$ cat src/rtl/cam_lookup_ctrl.sv
// cam_lookup_ctrl: request-side sequencer for a 16-entry byte CAM.
// Initialises the CAM after reset, runs search / check / optional allocate
// per request and returns index/hit/alloc over a valid/ready handshake.
// Optional feature macro: CAM_LOOKUP_STATS_EN adds saturating hit/miss counters.
module cam_lookup_ctrl #(
  parameter int unsigned NB_MEM    = 16,
  parameter int unsigned SIZE_ADDR = 4,
  parameter logic [7:0]  RSVD_KEY  = 8'hFF
) (
  input  logic                 clk,
  input  logic                 rst_n,
  input  logic                 in_valid,
  output logic                 in_ready,
  input  logic [7:0]           in_data,
  input  logic                 in_alloc,
  output logic                 res_valid,
  input  logic                 res_ready,
  output logic [SIZE_ADDR-1:0] res_index,
  output logic                 res_hit,
  output logic                 res_alloc,
  output logic                 cam_enable,
  output logic                 cam_write,
  output logic [4:0]           cam_addr,
  output logic [7:0]           cam_data,
  input  logic [4:0]           cam_out,
`ifdef CAM_LOOKUP_STATS_EN
  output logic [15:0]          hit_cnt,
  output logic [15:0]          miss_cnt,
`endif
  input  logic                 cam_found
);

  typedef enum logic [2:0] {
    ST_INIT,
    ST_IDLE,
    ST_SEARCH,
    ST_CHECK,
    ST_ALLOC,
    ST_RESP
  } state_t;

  state_t state, next_state;

  logic [SIZE_ADDR:0]   init_cnt, init_cnt_d;
  logic [SIZE_ADDR-1:0] victim, victim_d;
  logic [7:0]           key, key_d;
  logic                 alloc_req, alloc_req_d;
  logic                 init_done;
  logic                 transfer;

  logic                 in_ready_d, res_valid_d, res_hit_d, res_alloc_d;
  logic [SIZE_ADDR-1:0] res_index_d;
  logic                 cam_enable_d, cam_write_d;
  logic [4:0]           cam_addr_d;
  logic [7:0]           cam_data_d;

  // Index bits above SIZE_ADDR from the CAM carry no information.
  logic unused_cam_out;
  assign unused_cam_out = ^cam_out;

  assign init_done = (init_cnt == (SIZE_ADDR+1)'(NB_MEM));
  assign transfer  = (state == ST_RESP) && res_ready;

  // State register.
  always_ff @(posedge clk or negedge rst_n) begin
    if (!rst_n) state <= ST_INIT;
    else        state <= next_state;
  end

  // Next-state decode.
  always_comb begin
    next_state = state;
    unique case (state)
      ST_INIT:   if (init_done) next_state = ST_IDLE;
      ST_IDLE:   if (in_valid) next_state = (in_data == RSVD_KEY) ? ST_RESP : ST_SEARCH;
      ST_SEARCH: next_state = ST_CHECK;
      ST_CHECK:  next_state = (!cam_found && alloc_req) ? ST_ALLOC : ST_RESP;
      ST_ALLOC:  next_state = ST_RESP;
      ST_RESP:   if (res_ready) next_state = ST_IDLE;
      default:   next_state = ST_INIT;
    endcase
  end

  // Outputs are registered; this computes the values they take in the next
  // state so that they line up with the state itself and still reset to zero.
  always_comb begin
    init_cnt_d   = init_cnt;
    victim_d     = victim;
    key_d        = key;
    alloc_req_d  = alloc_req;
    res_index_d  = res_index;
    res_hit_d    = res_hit;
    res_alloc_d  = res_alloc;
    cam_write_d  = 1'b0;
    cam_addr_d   = cam_addr;
    cam_data_d   = cam_data;
    in_ready_d   = (next_state == ST_IDLE);
    res_valid_d  = (next_state == ST_RESP);
    cam_enable_d = (next_state == ST_SEARCH);
    unique case (state)
      ST_INIT: begin
        if (!init_done) begin
          cam_write_d = 1'b1;
          cam_addr_d  = 5'(init_cnt[SIZE_ADDR-1:0]);
          cam_data_d  = RSVD_KEY;
          init_cnt_d  = init_cnt + 1'b1;
        end
      end
      ST_IDLE: begin
        if (in_valid) begin
          key_d       = in_data;
          alloc_req_d = in_alloc;
          cam_data_d  = in_data;
          res_index_d = '0;
          res_hit_d   = 1'b0;
          res_alloc_d = 1'b0;
        end
      end
      ST_CHECK: begin
        if (cam_found) begin
          res_hit_d   = 1'b1;
          res_index_d = cam_out[SIZE_ADDR-1:0];
        end else if (alloc_req) begin
          cam_write_d = 1'b1;
          cam_addr_d  = 5'(victim);
          res_index_d = victim;
          res_alloc_d = 1'b1;
          victim_d    = (victim == SIZE_ADDR'(NB_MEM-1)) ? '0 : victim + 1'b1;
        end
      end
      default: ;
    endcase
  end

  // Datapath and registered output update.
  always_ff @(posedge clk or negedge rst_n) begin
    if (!rst_n) begin
      init_cnt   <= '0;
      victim     <= '0;
      key        <= '0;
      alloc_req  <= 1'b0;
      in_ready   <= 1'b0;
      res_valid  <= 1'b0;
      res_index  <= '0;
      res_hit    <= 1'b0;
      res_alloc  <= 1'b0;
      cam_enable <= 1'b0;
      cam_write  <= 1'b0;
      cam_addr   <= '0;
      cam_data   <= '0;
    end else begin
      init_cnt   <= init_cnt_d;
      victim     <= victim_d;
      key        <= key_d;
      alloc_req  <= alloc_req_d;
      in_ready   <= in_ready_d;
      res_valid  <= res_valid_d;
      res_index  <= res_index_d;
      res_hit    <= res_hit_d;
      res_alloc  <= res_alloc_d;
      cam_enable <= cam_enable_d;
      cam_write  <= cam_write_d;
      cam_addr   <= cam_addr_d;
      cam_data   <= cam_data_d;
    end
  end

`ifdef CAM_LOOKUP_STATS_EN
  // Saturating hit/miss counters, stepped on each result transfer.
  always_ff @(posedge clk or negedge rst_n) begin
    if (!rst_n) begin
      hit_cnt  <= '0;
      miss_cnt <= '0;
    end else if (transfer) begin
      if (res_hit) begin
        if (hit_cnt != 16'hFFFF) hit_cnt <= hit_cnt + 1'b1;
      end else begin
        if (miss_cnt != 16'hFFFF) miss_cnt <= miss_cnt + 1'b1;
      end
    end
  end
`else
  logic unused_transfer;
  assign unused_transfer = transfer;
`endif

endmodule

$ cat config.mk
export PLATFORM = sky130hd
export DESIGN_NAME = cam_lookup_ctrl
export DESIGN_NICKNAME = d
export VERILOG_FILES = /design/src/rtl/cam_lookup_ctrl.sv
export SDC_FILE = /design/constraint.sdc
export NUM_CORES = 1
export LEC_CHECK = 0
export CORE_UTILIZATION = 40
export DETAILED_ROUTE_END_ITERATION = 10
export PLACE_DENSITY = 0.74
export SLEW_MARGIN = 0
export SYNTH_ARGS = -nofsm -noshare
export SYNTH_HDL_FRONTEND = slang
export SYNTH_SLANG_ARGS = --single-unit
export TNS_END_PERCENT = 1
$ cat constraint.sdc
create_clock -name clk -period 4.3 [get_ports clk]
set_input_delay 0.86 -clock clk [delete_from_list [all_inputs] [get_ports clk]]
set_output_delay 0.86 -clock clk [all_outputs]
set_load 0.01 [all_outputs]
==> qor.txt <==
Status = finished clean
Reg2reg start = state[0]
Combinational share of power = 0.408
DP Cell Count = 230
Core area = 4090 um2
TritonCTS Sinks = 35
DRT Pass-1 Iters = 4
Die ar. = 4620 um2
Worst vdd ir = 248 uV
Top cell family by delay on the critical path = compound AO/OA/AOI/OAI gates
Vias in the first global route = 1241
Final Setup Violations = 0
Fillers = 346
HP Start = cam_data[4]
Fin. Hold Viols = 0
Non-Filler Instances = 236
Vias per cell = 5.26
Crit-path cells = clkdlybuf4s50_1 -> nor2b_1 -> a2111oi_4 -> mux2_2
Worst Hold Depth = 1
Worst-margin pin slew = 651 ps
Placed wire-length estimate = 2680 um
Root Buffer = clkbuf_8
H-tree depth = 2
First DRT Iteration DRCs = 62
Critical path's slowest cell = a2111oi_4
Max Cap Viol = 0
Leak pwr = 0.942 nW
Worst skew pair latency = 280 ps
Postcts setup bufs = 0
Psw = 423 uW
Synth warnings = 0
WP buf/inv = 1
Sequential share of the synthesized area = 0.503
Cts hold-fix bufs = 0
Arrival time worst endpoint = 2590 ps
Synth Area per Inst = 11.8 um2
Antenna cells = 0
Cell variety after synth = 38
Area after DPL = 2170 um2
CTS tree = done
Port Buffers = 39
Inserted Clock Buffers = 5
Max Fclk = 0.412 GHz
Slew Limit Headroom = 0.566
Rows = 23
Total gr overflow = 0
Clock network power share = 0.168
Crit path kind = input pin to register
Initial Util = 0.426
Number of stages on the worst setup path = 4
Final Skew = 6.40 ps
Share of power burned in registers = 0.423
Synthesized instance count = 147
Sw Ratio = 0.334
Slowest cell delay on critical path = 650 ps
FF-to-FF path depth = 3
Final instance area = 2240 um2
Vias post-DR = 1242
Width of the die = 68.0 um
Tot Pwr = 1.27 mW
I/O pin cnt = 42
Post-DR wirelength/cell = 15.0 um
Die Ht = 68.0 um
Setup_tns = 0 ps
Final estimated routing congestion in global placement = 0.805
Final WL = 3540 um
Clock Path Buffers = 2
Most frequent cells in the layout = clkdlybuf4s50_1, dfrtp_1, mux2_2, nor2_1
Power Density = 565 nW/um2
Clock transition at path regs = 60 ps
First-pass GRT wire length = 5760 um
Max-slew violations = 0
Seq cells post-synth = 35
Worst min path class = register to register
# resized after CTS = 0
Post-Syn Nets = 169
Commonest non-fill, non-tap cell in the layout = clkdlybuf4s50_1
Syn-to-layout area delta = 28.8%
Worst Path Max Fanout = 8
Post-DRT Antenna Nets = 0
Period utilization = 0.565
CP startpoint = in_valid
Initial antenna violation count = 0
Post-layout net count = 209
Remaining DRCs = 0
Gr usage total = 0.173
RSZ-0062 raised after global routing = no
Worst EP required = 4470 ps
P_int = 845 uW
Post-layout minimum cycle time = 2430 ps
Crit. End Element = register
Layout cells sized above 1 = 0.177
Synthesized area = 1740 um2
Worst setup SP type = input pin
Largest net degree at the start of global routing = 36
worst register-to-register path, stage by stage (launching register included):
cell,delay [ps]
dfrtp_1,680
inv_1,240
a2111oi_4,660
mux2_2,420
metal layers:
| metal | share of wire | vias to the layer above | GRT usage | wire [um] |
|---|---|---|---|---|
| met2 | 0.54 | 20 | 0.295 | 1900 |
| met4 | 0.0085 | 0 | 0.0703 | 30 |
| li1 | - | 594 | - | - |
| met5 | 0 | - | 0 | 0 |
| met1 | 0.42 | 626 | 0.198 | 1490 |
| met3 | 0.033 | 2 | 0.0550 | 115 |
metrics by stage:
step                utilization  setup WS, ps  hold WS (ps)
floorplan                     -          2200           468
global placement          0.531          1640           483
detailed placement        0.531          1560           493
CTS                       0.549          1850           509
global route              0.549          1820           525
finish                    0.549          1870           507
cell usage after synthesis, drive strengths merged:
cell type | instances | share of area
and3b | 1 | 0.0050
a31oi | 1 | 0.0036
or3 | 1 | 0.0036
inv | 3 | 0.0065
buf | 2 | 0.0072
nand3 | 1 | 0.0029
o311ai | 1 | 0.0050
dfrtp | 35 | 0.50
a32o | 1 | 0.0057
nor2b | 4 | 0.014
nand2 | 8 | 0.017
nor3b | 1 | 0.0043
and2 | 1 | 0.0036
nor4 | 1 | 0.0072
o21a | 2 | 0.0086
nor4bb | 1 | 0.0057
xnor2 | 4 | 0.020
ha | 3 | 0.022
nand4bb | 2 | 0.013
mux2 | 24 | 0.16
nand4b | 1 | 0.0050
or2b | 2 | 0.0086
mux2i | 4 | 0.023
a21o | 1 | 0.0043
clkbuf | 5 | 0.011
a22o | 1 | 0.0050
nand4 | 4 | 0.014
nor2 | 10 | 0.022
and4bb | 1 | 0.0093
nand3b | 2 | 0.0086
a32oi | 1 | 0.0050
a21oi | 5 | 0.014
conb | 1 | 0.0022
o21bai | 1 | 0.0043
a2111oi | 1 | 0.016
nand2b | 8 | 0.029
nor3 | 2 | 0.0057
cell type report:
cell class | instances | area (um2) | share of cell area
clock buffers | 6 | 72.6 | 0.0323
inverters | 3 | 11.3 | 0.00502
multi-input cells | 102 | 823 | 0.367
flip-flops and latches | 35 | 876 | 0.390
well taps | 50 | 62.6 | 0.0279
repair buffers | 40 | 398 | 0.177
power by group through the flow:
stage	Clock, mW	Combinational (mW)	Sequential, mW
detailed placement	0	0.522	0.541
floorplan	0	0.292	0.529
global route	0.235	0.562	0.556
global placement	0	0.504	0.533
CTS	0.221	0.525	0.535
finish	0.213	0.518	0.537
cell families (layout without fill, tap and decap cells):
family | Yosys count | after routing | share of synthesized area
and+or+nand+nor | 51 | 51 | 0.179
DFF | 35 | 35 | 0.503
muxes | 28 | 28 | 0.178
AOI/OAI and AO/OA | 15 | 15 | 0.0718
buffers and inverters | 10 | 49 | 0.0244
xor gates and xnor gates | 4 | 4 | 0.0201
adders and majority gates | 3 | 3 | 0.0216
other | 1 | 1 | 0.00215
flip-flops by register name (all words and copies together), names as in the netlist, 3 cells and up:
register   count
cam_data       8
victim         4
init_cnt       5
state          3
res_index      4
cam_addr       4
path summary, 6_finish.rpt:
check,slack (ps),to
setup / recovery,1870,cam_data[1]
hold / removal,510,cam_data[4]
setup reg to reg,2190,cam_data[1]
hold reg to reg,510,cam_data[4]
max in group asynchronous,3000,init_cnt[1]
min in group asynchronous,990,cam_data[2]
Power figures use the tool's default switching activity.
